### src/rtl/idct_pkg.sv
// Shared constants and helpers for the inverse DCT-II datapath.
package idct_pkg;

   localparam int K64 = 64;
   localparam int K83 = 83;
   localparam int K36 = 36;

   // Width of the rounding adder: one bit above the recombined sum, so the rounding add cannot wrap.
   function automatic int unsigned rnd_w(input int unsigned in_w);
      return in_w + 9;
   endfunction

   function automatic logic signed [63:0] clip_s(input logic signed [63:0] v,
                                                 input int unsigned    w);
      logic signed [63:0] hi;
      logic signed [63:0] lo;
      hi = (64'sd1 <<< (w - 1)) - 64'sd1;
      lo = -(64'sd1 <<< (w - 1));
      if (v > hi) return hi;
      if (v < lo) return lo;
      return v;
   endfunction

endpackage

### src/rtl/isau_2o.sv
// Shift-add unit: 36*x and 83*x from one signed input, no multipliers.
module isau_2o
   import idct_pkg::*;
#(
   parameter int unsigned W = 16
) (
   input  logic signed [W-1:0] x,
   output logic signed [W+6:0] x36,
   output logic signed [W+6:0] x83
);

   logic signed [W+6:0] xe;

   assign xe  = (W + 7)'(x);
   // 36 = 32 + 4, 83 = 64 + 16 + 2 + 1
   assign x36 = (xe <<< 5) + (xe <<< 2);
   assign x83 = (xe <<< 6) + (xe <<< 4) + (xe <<< 1) + xe;

endmodule

### src/rtl/idct2_4_1.sv
// Two-stage pipelined 4-point inverse DCT-II (even/odd butterfly, round, shift, clip).
module idct2_4_1
   import idct_pkg::*;
#(
   parameter int unsigned IN_W  = 16,
   parameter int unsigned OUT_W = 16,
   parameter int unsigned SHIFT = 7
) (
   input  logic                    clk,
   input  logic                    rst_n,
   input  logic                    in_valid,
   output logic                    in_ready,
   input  logic signed [IN_W-1:0]  C [0:3],
   output logic                    out_valid,
   input  logic                    out_ready,
   output logic signed [OUT_W-1:0] Y [0:3],
   output logic                    sat
);

   localparam int unsigned EW  = IN_W + 7;
   localparam int unsigned YW  = IN_W + 8;
   localparam int unsigned RW  = rnd_w(IN_W);
   localparam int unsigned KSH = $clog2(K64);
   localparam logic signed [RW-1:0] RND = RW'(1) <<< (SHIFT - 1);

   logic s1_load, s2_load;
   logic v1;

   logic signed [EW-1:0] c0e, c2e;
   logic signed [EW-1:0] m36_1, m83_1, m36_3, m83_3;
   logic signed [EW-1:0] e0_d, e1_d, o0_d, o1_d;
   logic signed [EW-1:0] e0_q, e1_q, o0_q, o1_q;

   logic signed [YW-1:0]    ysum [0:3];
   logic signed [OUT_W-1:0] y_d  [0:3];
   logic [3:0]              clip;

   assign s2_load  = !out_valid || out_ready;
   assign s1_load  = !v1 || s2_load;
   assign in_ready = s1_load;

   isau_2o #(.W(IN_W)) u_odd1 (
      .x   (C[1]),
      .x36 (m36_1),
      .x83 (m83_1)
   );

   isau_2o #(.W(IN_W)) u_odd3 (
      .x   (C[3]),
      .x36 (m36_3),
      .x83 (m83_3)
   );

   assign c0e  = EW'(C[0]);
   assign c2e  = EW'(C[2]);
   assign e0_d = (c0e + c2e) <<< KSH;
   assign e1_d = (c0e - c2e) <<< KSH;
   assign o0_d = m83_1 + m36_3;
   assign o1_d = m36_1 - m83_3;

   always_ff @(posedge clk or negedge rst_n) begin
      if (!rst_n) begin
         v1   <= 1'b0;
         e0_q <= '0;
         e1_q <= '0;
         o0_q <= '0;
         o1_q <= '0;
      end else if (s1_load) begin
         v1 <= in_valid;
         if (in_valid) begin
            e0_q <= e0_d;
            e1_q <= e1_d;
            o0_q <= o0_d;
            o1_q <= o1_d;
         end
      end
   end

   assign ysum[0] = YW'(e0_q) + YW'(o0_q);
   assign ysum[1] = YW'(e1_q) + YW'(o1_q);
   assign ysum[2] = YW'(e1_q) - YW'(o1_q);
   assign ysum[3] = YW'(e0_q) - YW'(o0_q);

   for (genvar k = 0; k < 4; k++) begin : g_out
      logic signed [RW-1:0] rsum;
      logic signed [RW-1:0] rsh;
      logic signed [63:0]   rcl;
      assign rsum    = RW'(ysum[k]) + RND;
      assign rsh     = rsum >>> SHIFT;
      assign rcl     = clip_s(64'(rsh), OUT_W);
      assign y_d[k]  = OUT_W'(rcl);
      assign clip[k] = (rcl != 64'(rsh));
   end

   always_ff @(posedge clk or negedge rst_n) begin
      if (!rst_n) begin
         out_valid <= 1'b0;
         sat       <= 1'b0;
         for (int k = 0; k < 4; k++) Y[k] <= '0;
      end else if (s2_load) begin
         out_valid <= v1;
         // A bubble leaves the previous sample values in place.
         if (v1) begin
            sat <= |clip;
            for (int k = 0; k < 4; k++) Y[k] <= y_d[k];
         end
      end
   end

endmodule
### config.mk
export PLATFORM = sky130hd
export DESIGN_NAME = idct2_4_1
export DESIGN_NICKNAME = d
export VERILOG_FILES = /design/src/rtl/idct_pkg.sv /design/src/rtl/isau_2o.sv /design/src/rtl/idct2_4_1.sv
export SDC_FILE = /design/constraint.sdc
export NUM_CORES = 1
export LEC_CHECK = 0
export CORE_UTILIZATION = 60
export CTS_CLUSTER_SIZE = 10
export DETAILED_ROUTE_END_ITERATION = 10
export DONT_BUFFER_PORTS = 1
export PLACE_DENSITY = 0.76
export SLEW_MARGIN = 0
export SYNTH_ARGS = -nofsm -noshare
export SYNTH_HDL_FRONTEND = slang
export SYNTH_HIERARCHICAL = 1
export SYNTH_SLANG_ARGS = --single-unit
### constraint.sdc
create_clock -name clk -period 6.13 [get_ports clk]
set_clock_uncertainty 0.05 [all_clocks]
set_input_delay 0.9195 -clock clk [delete_from_list [all_inputs] [get_ports clk]]
set_output_delay 0.9195 -clock clk [all_outputs]
set_load 0.02 [all_outputs]
==> results of run 1 <==
-- area by class of cell --
class / count / share of cell area (%)
Antenna cell: 2 / 0.02573
Clock buffer: 20 / 2.348
Clock inverter: 12 / 0.6754
Inverter: 261 / 5.036
Multi-Input combinational cell: 1770 / 70.39
Sequential cell: 146 / 18.78
Tap cell: 396 / 2.547
Timing Repair Buffer: 5 / 0.1930
-- final timing paths --
kind	start	endpoint	slack [ns]	depth (start not counted)
max	e1_q[6]	sat	0.69	21
min	rst_n	Y[20]	0.12	0
max reg2reg	e1_q[6]	sat	0.69	21
min reg2reg	o1_q[3]	o1_q[3]	0.43	2
max in group asynchronous	rst_n	Y[12]	5.67	0
min in group clk	o1_q[3]	o1_q[3]	0.43	2
-- kinds of logic (layout without fill, tap and decap cells) --
logic type	after synthesis	in the layout	share of synthesized area, %
muxes	8	8	0.4569
xor gates and xnor gates	155	155	7.290
AOI/OAI and AO/OA	655	655	23.68
DFF	146	146	19.62
adders and majority gates	364	364	26.80
and+or+nand+nor	584	584	15.19
other	2	6	0.04033
buffers and inverters	323	298	6.934
-- stage by stage --
stage | power, mW | setup WS [ns]
floorplan | 8.180 | 0.6362
detailed placement | 9.939 | 0.3324
global route | 12.17 | 0.2586
finish | 11.12 | 0.6925
CTS | 11.07 | 0.7262
global placement | 9.743 | 0.4322
-- registers in the layout, summed over array words and instances (netlist names) --
| signal | cells |
|---|---|
| o1_q | 23 |
| e1_q | 17 |
| Y | 64 |
| o0_q | 23 |
| sat | 1 |
| v1 | 1 |
| out_valid | 1 |
| e0_q | 16 |
-- worst reg2reg max path: stages (launching register included) --
cell                        delay [ns]
sky130_fd_sc_hd__dfrtp_1          0.37
sky130_fd_sc_hd__inv_1            0.17
sky130_fd_sc_hd__ha_1             0.18
sky130_fd_sc_hd__inv_1            0.04
sky130_fd_sc_hd__ha_1             0.35
sky130_fd_sc_hd__or4b_2           0.64
sky130_fd_sc_hd__o21ai_2          0.23
sky130_fd_sc_hd__a41o_1           0.24
sky130_fd_sc_hd__a21oi_1          0.12
sky130_fd_sc_hd__o311a_4          0.40
sky130_fd_sc_hd__a21oi_4          0.20
sky130_fd_sc_hd__or3_1            0.21
sky130_fd_sc_hd__o211ai_1         0.14
sky130_fd_sc_hd__ha_1             0.28
sky130_fd_sc_hd__xnor2_1          0.16
sky130_fd_sc_hd__a21oi_1          0.15
sky130_fd_sc_hd__o21ai_0          0.09
sky130_fd_sc_hd__or4_4            0.49
sky130_fd_sc_hd__a2111oi_2        0.29
sky130_fd_sc_hd__buf_4            0.16
sky130_fd_sc_hd__nor4b_2          0.21
sky130_fd_sc_hd__a31oi_1          0.11
-- power groups by stage --
stage	Clock (mW)	Combinational, mW	Sequential [mW]
6_report	1.06	8.07	2.00
5_1_grt	1.11	9.00	2.06
4_1_cts	1.07	8.00	2.00
3_5_place_dp	0	7.92	2.02
3_3_place_gp	0	7.75	1.99
2_1_floorplan	0	6.31	1.87
-- placed cells by master (no fill, tap or decap), types with 37 or more instances in the layout --
cell / Yosys / final
sky130_fd_sc_hd__fa_1: 58 / 58
sky130_fd_sc_hd__nor3_1: 45 / 45
sky130_fd_sc_hd__inv_1: 258 / 258
sky130_fd_sc_hd__xnor2_1: 88 / 88
sky130_fd_sc_hd__nor2_1: 169 / 169
sky130_fd_sc_hd__dfrtp_1: 146 / 146
sky130_fd_sc_hd__ha_1: 306 / 306
sky130_fd_sc_hd__xor2_1: 67 / 67
sky130_fd_sc_hd__a21oi_1: 164 / 164
sky130_fd_sc_hd__o21ai_0: 137 / 137
sky130_fd_sc_hd__a21o_1: 45 / 45
sky130_fd_sc_hd__nand2_1: 161 / 160
sky130_fd_sc_hd__o21a_1: 37 / 37
-- routing by layer --
metal	up-vias	share of wire, %	routed length [µm]	GRT usage (%)
met1	7519	43	20380	37.00
met2	476	47	22560	53.32
met5	-	0	0	0
met3	67	7.0	3331	6.650
li1	7817	-	-	-
met4	0	2.7	1271	9.428
==> results by stage, run 1 <==
Routing:
- In the routed design, unresolved DRC markers number 0.
- The first detailed-routing pass took 6 iterations.
- The wire length per cell after detailed routing is 18.20 µm.
- The routed design has about 48000 µm of wire.
- The mean number of vias per cell is between 6 and 7.
- The count of nets left with antenna violations once routing finished came out at 0.
- Across all layers, the routed design uses 15879 vias.
- After the first detailed-routing iteration, the DRC count stood at around 950.

Global route:
- The initial antenna violation count is 1.
- Entering global routing, the biggest net connects between 100 and 150 pins.
- The overall overflow remaining after global route is 0.
- The first global-routing pass estimated ~76000 µm of wire.
- Global routing used a little under a third of the available tracks.
- The number of global-route vias before repair is around 15000.

Finish:
- For this run, the share of the core covered by cells in the final layout is 63.59%.
- The filler cell count is 2681.
- The sequential cells in the finished layout cover a total of between 3000 and 4000 µm².
- The area of the multi-input gates is ~14000 µm².
- The net count of the finished layout is ~2600.
- The final standard cell area without fillers is a little under 20000 µm².
- The filler-free cell count of the finished design is 2612.
- The share of cells above drive strength 1 is under 10%.
- The post-synthesis to final-layout area growth is 4.461%.

Critical path:
- Data on the critical path is required at its endpoint by roughly 6.4 ns.
- Along the worst path, the maximum fanout reaches 6.
- The kind of capture point of the worst setup path is a register.
- For this design, the slowest cell found on the critical path is sky130_fd_sc_hd__or4b_2.
- The arrival time of the worst setup path is about 5.7 ns.
- The critical path is of the register to register type.
- The critical path goes through inv_1 > ha_1 > inv_1 > ha_1 > or4b_2 > o21ai_2 > a41o_1 > a21oi_1 > o311a_4 > a21oi_4 > or3_1 > o211ai_1 > ha_1 > xnor2_1 > a21oi_1 > o21ai_0 > or4_4 > a2111oi_2 > buf_4 > nor4b_2 > a31oi_1.
- The cell occurring most often along the worst timing path is sky130_fd_sc_hd__ha_1.
- The cell family contributing the most delay on the critical path is compound AO/OA/AOI/OAI gates.
- The worst setup path is launched from a register.
- Together, buffers and inverters on the worst path number 3.
- On the worst path, the slowest cell contributes a delay of about 0.64 ns.

Yosys:
- For this run, the register share of the synthesized area comes to 19.62%.
- The number of flops mapped to enable cells by yosys is 0.
- The cell type with the highest aggregate area in the netlist is sky130_fd_sc_hd__ha_1.
- Summing every instance area after synthesis gives 18620 µm².
- The fraction of post-synthesis cell area in the top cell type by area is approximately 21%.
- The Yosys warning count is 6.
- Sorting the synthesized cells by area gives the leading types as sky130_fd_sc_hd__ha_1 21%, sky130_fd_sc_hd__dfrtp_1 20%, sky130_fd_sc_hd__fa_1 6.2%.
- In this run the mean area of a mapped cell was 8.324 µm².
- Counting flops and latches in the post-synthesis netlist gives about 150.
- The share of synthesized flip-flops with an asynchronous set or reset is between 90% and 100%.
- After technology mapping, the gate count stands at around 2200.
- The leading register cell type out of synthesis is sky130_fd_sc_hd__dfrtp_1.
- The most common cell in the netlist is sky130_fd_sc_hd__ha_1.
- Yosys mapped the design onto approximately 100 distinct sky130hd cell types.
- Counting instances in the post-synthesis netlist gives the leading cell types as 306 x sky130_fd_sc_hd__ha_1, 258 x sky130_fd_sc_hd__inv_1, 169 x sky130_fd_sc_hd__nor2_1.

Place:
- The congestion estimate from routability-driven global placement came to around 0.95.
- Summing all placed instances gives a cell area of 18860 µm².
- In this run the tool buffered the top-level ports with 0 buffer cells.
- The detailed placement HPWL is roughly 39000 µm.
- The instance count after placement with tap cells included is ~2600.

CTS:
- After clock tree synthesis, the setup repair step added 0 buffers.
- The maximum buffer depth of the clock tree is 2.
- Clock-pin slew was measured on the worst setup and hold paths at ~0.07 ns.
- CTS built an H-tree with a depth of 4.
- Clock tree synthesis selected as its root buffer the cell sky130_fd_sc_hd__clkbuf_16.
- The clock tree from TritonCTS is yes.
- The clock latency of the later-clocked register in the worst-skew pair is roughly 0.45 ns.
- The number of buffers inserted during clock tree synthesis is 17.
- Clock tree synthesis found a total of ~150 sinks.
- The number of hold buffers added after cts is 0.
- Post-CTS repair changed the size of 0 cells.

Pwr:
- The switching power summed over all nets is roughly 5.8 mW.
- The cell-internal power is approximately 5.3 mW.
- The static leakage is about 9.5 nW.
- Across the VDD grid, the largest voltage drop is roughly 0.30 mV.
- The portion of total power attributed to sequential cells is around 18%.
- The proportion of power drawn by the clock network is 9.5%.
- Net switching is roughly 52% of the power.
- The proportion of power drawn by combinational gates is a little over 70%.
- Dividing total power by cell area gives a power density of 571.8 nW/µm².

Timing:
- The max-slew violation count is 0.
- Adding up every negative setup slack in the final design gives 0 ns.
- Across all hold checks on the routed design, the worst slack comes to roughly 0.12 ns.
- Measured against its own limit, the worst slew margin works out to between 20 and 25%.
- Setup repair after global routing left no endpoint under its margin.
- The ratio of final minimum period to clock period is 88.70%.
- The minimum clock period after layout is roughly 5.4 ns.
- The final setup violation count is 0.
- At the pin with the least slew margin, the transition time is about 1.2 ns.
- The achievable clock frequency is 183.9 MHz.
- The number of endpoints with negative hold slack in the final report came to 0.

Die:
- During I/O placement, the number of pins put on the boundary was approximately 140.
- Row generation in the floorplan step produced between 60 and 70 rows.
- The starting density of the core is about three fifths.
- The die is around 180 µm wide.
- The floorplan step defined a die boundary enclosing roughly 32000 µm².
- The die height is roughly 180 µm.
- The core area is between 30000 and 40000 µm².

Flow run:
- Max-cap violations in this run came to 0.

Outcome:
- The flow ran to the end, and the final reports show no timing, DRC or antenna violations.

Hold path:
- The classification of the worst-slack hold path is primary input to asynchronous set/reset pin.
(Power assumes the default switching activity.)
==> inputs of run 2 (changes only) <==
--- a/config.mk
+++ b/config.mk
@@ -10,7 +10,7 @@
 export DETAILED_ROUTE_END_ITERATION = 10
 export DONT_BUFFER_PORTS = 1
 export PLACE_DENSITY = 0.76
-export SLEW_MARGIN = 0
+export SLEW_MARGIN = 10
 export SYNTH_ARGS = -nofsm -noshare
 export SYNTH_HDL_FRONTEND = slang
 export SYNTH_HIERARCHICAL = 1
==> results of run 2 <==
Final layout, timing and power as in run 1 (identical DEF).
==> inputs of run 3 (changes only) <==
--- a/config.mk
+++ b/config.mk
@@ -9,6 +9,7 @@
 export CTS_CLUSTER_SIZE = 10
 export DETAILED_ROUTE_END_ITERATION = 10
 export DONT_BUFFER_PORTS = 1
+export GPL_TIMING_DRIVEN = 0
 export PLACE_DENSITY = 0.76
 export SLEW_MARGIN = 10
 export SYNTH_ARGS = -nofsm -noshare
==> run 3 against run 2 <==
Against the previous run: cell area increased by 1.2%; via count increased by 0.29%; die area unchanged; fmax decreased by 7.2%; register-to-register slack got worse by 0.42 ns; wire length increased by 1.2%; clock power decreased by 5%; final cell count increased by 2.1%; clock-buffer cell count increased by 1; largest cell class unchanged; largest power group unchanged; highest routed layer unchanged.
==> results by stage, run 3 (synthesized netlist as in run 1, its figures left out) <==
Outcome:
- Status: completed (unchanged).

Finish:
- The sequential cell area in the final layout is 3654 µm² (unchanged).
- Most frequent cells in the layout: 306 x sky130_fd_sc_hd__ha_1, 258 x sky130_fd_sc_hd__inv_1, 169 x sky130_fd_sc_hd__nor2_1 (unchanged).
- The share of cells above drive strength 1 came to 4.579% (was 4.155%).
- The area of the multi-input gates is 13700 µm² (was 13690 µm²).
- The leading cell type in the layout, fill and taps excluded is sky130_fd_sc_hd__ha_1 (unchanged).
- The post-synthesis to final-layout area growth came to 5.765% (was 4.461%).
- The flip-flop count of the largest register, all copies and words added is 64 (unchanged).
- Registers with the most flip-flops: Y x64, o0_q x23, o1_q x23 (unchanged).
- The register with the most flip-flops is Y (unchanged).
- The number of nets in the layout is 2690 (was 2633).
- The antenna diode instance count is 0 (was 2).
- The filler cell count came to 2716 (was 2681).

Routing:
- The remaining antenna violation count came to 0 (unchanged).
- The total via count in the routed design came to 15925 (was 15879).
- The number of violations reported at the end of detailed-routing iteration 0 is 790 (was 954).
- The wire length per cell after detailed routing is 18.04 µm (was 18.20 µm).
- The mean number of vias per cell is 5.971 (was 6.079).
- The detailed-router iteration count before antenna repair came to 5 (was 6).
- The final routed wirelength across all metal layers is 48110 µm (was 47540 µm).
- The number of remaining DRC errors came to 0 (unchanged).

CTS:
- The number of hold buffers added after cts came to 0 (unchanged).
- The register clock-pin slew on the reported worst setup and hold paths was 0.06 ns (was 0.07 ns).
- The clock tree from TritonCTS is yes (unchanged).
- The sink count of the clock tree is 146 (unchanged).
- The maximum buffer depth of the clock tree is 2 (unchanged).
- The clock latency of the later-clocked register in the worst-skew pair is 0.44 ns (was 0.45 ns).
- The CTS root buffer is sky130_fd_sc_hd__clkbuf_16 (unchanged).
- The total setup buffers inserted after CTS is 0 (unchanged).
- The H-tree depth is 4 (unchanged).
- The number of buffers inserted during clock tree synthesis was 17 (unchanged).

Die:
- The area of the die is 31740 µm² (unchanged).
- The chip width was 178.2 µm (unchanged).
- The die height is 178.2 µm (unchanged).
- The I/O pin total is 135 (unchanged).
- The starting density of the core is 60.88% (unchanged).
- The core area is 30590 µm² (unchanged).
- The total number of placement rows came to 64 (unchanged).

Timing:
- The final setup violation count is 0 (unchanged).
- The worst-case hold slack came to 0.1268 ns (was 0.1185 ns).
- RSZ-0062 raised after global routing: no (unchanged).
- The max-slew violation count is 0 (unchanged).
- The number of endpoints with negative hold slack in the final report is 0 (unchanged).
- The tightest slew margin relative to the limit is 48.60% (was 22.03%).
- The transition time at the pin with the least slew margin is 0.7516 ns (was 1.170 ns).
- The ratio of final minimum period to clock period is 95.61% (was 88.70%).
- The minimum clock period after layout is 5.861 ns (was 5.437 ns).
- The final sum of negative setup slack was 0 ns (unchanged).
- The achievable clock frequency is 170.6 MHz (was 183.9 MHz).

Critical path:
- The kind of start point of the critical path is a register (unchanged).
- The kind of capture point of the worst setup path is a register (unchanged).
- The largest fanout on the critical path is 6 (unchanged).
- The arrival time of the worst setup path is 6.11 ns (was 5.69 ns).
- The maximum single-stage delay on the critical path is 0.63 ns (was 0.64 ns).
- The cell occurring most often along the worst timing path is sky130_fd_sc_hd__ha_1 (unchanged).
- The critical path data required time came to 6.37 ns (was 6.39 ns).
- The kind of critical path is register to register (unchanged).
- Chain of cells forming the critical path: ha_1 > ha_1 > or4b_2 > o21ai_2 > a41o_1 > a21oi_1 > o311a_4 > a21oi_4 > o21ai_2 > a22oi_1 > ha_1 > xnor2_1 > a21oi_1 > o21ai_0 > or4_4 > a2111oi_4 > nor4b_2 > a31oi_1 (was inv_1 > ha_1 > inv_1 > ha_1 > or4b_2 > o21ai_2 > a41o_1 > a21oi_1 > o311a_4 > a21oi_4 > or3_1 > o211ai_1 > ha_1 > xnor2_1 > a21oi_1 > o21ai_0 > or4_4 > a2111oi_2 > buf_4 > nor4b_2 > a31oi_1).
- The cell with the biggest individual delay on the critical path is sky130_fd_sc_hd__or4b_2 (unchanged).

Pwr:
- The static leakage was 9.563 nW (was 9.462 nW).
- The power per standard cell area is 560.7 nW/µm² (was 571.8 nW/µm²).
- The worst ir drop on vdd is 0.2356 mV (was 0.3000 mV).
- The overall power after layout is 11.04 mW (was 11.12 mW).

Global route:
- The overall overflow remaining after global route is 0 (unchanged).
- The number of global-route vias before repair is 15534 (was 15276).
- The initial antenna violation count came to 0 (was 1).
- The global-route wire length before repair is 76980 µm (was 75980 µm).
- The pin count of the biggest net entering global routing is 147 (unchanged).
- The global router's overall resource usage is 30.86% (was 30.44%).

Place:
- The quantity of I/O buffers inserted on ports came to 0 (unchanged).
- The detailed placement HPWL was 40270 µm (was 39240 µm).
- The final estimated routing congestion in global placement is 0.9634 (was 0.9482).

Hold path:
- The classification of the worst-slack hold path was primary input to asynchronous set/reset pin (unchanged).

Flow run:
- The number of max-capacitance violations reported is 0 (unchanged).
## run 3: final timing paths
check	from	slack (ns)	to	depth (start not counted)
setup / recovery	e1_q[7]	0.27	sat	18
hold / removal	rst_n	0.13	Y[30]	0
setup reg to reg	e1_q[7]	0.27	sat	18
hold reg to reg	o1_q[1]	0.44	o1_q[1]	2
max in group asynchronous	rst_n	5.75	Y[4]	0
min in group clk	o1_q[1]	0.44	o1_q[1]	2
## run 3: area by class of cell
cell class / count / share of cell area, %
plain buffers: 62 / 1.582
clock buffers: 21 / 2.287
clock inverters: 11 / 0.5463
inverters: 261 / 4.974
multi-input cells: 1770 / 69.54
flip-flops and latches: 146 / 18.55
well taps: 396 / 2.516
## run 3: metal layers
layer	wire length (µm)	vias up	GRT usage, %
li1	-	7930	-
met5	0	-	0
met2	22610	402	53.36
met1	20720	7502	37.09
met3	2735	91	5.584
met4	2049	0	14.09
## run 3: timing repair
action | 4_1_cts | 5_1_grt
endpoints found under the hold margin | 0 | 0
endpoints found under the setup margin | 0 | 1
gates resized for setup | 0 | 1
## run 3: power breakdown
part,leakage (nW),switching (mW),internal (mW)
logic,7.60,4.70,3.34
registers,1.71,0.608,1.38
clock network,0.256,0.436,0.570
total,9.56,5.75,5.30
## run 3: stage by stage
| stage | instance area, µm² | utilization, % | setup WS (ns) | std cells |
|---|---|---|---|---|
| 5_1_grt | 19700 | 64.39 | 0.04818 | 2667 |
| 3_3_place_gp | 19120 | 62.52 | 0.2055 | 2635 |
| 6_report | 19700 | 64.39 | 0.2689 | 2667 |
| 2_1_floorplan | 18630 | - | 0.6362 | 2239 |
| 4_1_cts | 19680 | 64.34 | 0.1137 | 2667 |
| 3_5_place_dp | 19120 | 62.52 | 0.1548 | 2635 |
## run 3: worst max-delay path: cells and delay by family (launching register included)
family / cells / cell delay (ns)
xor gates and xnor gates: 1 / 0.11
and+or+nand+nor: 3 / 1.50
AOI/OAI and AO/OA: 11 / 2.57
DFF: 1 / 0.42
adders and majority gates: 3 / 1.06
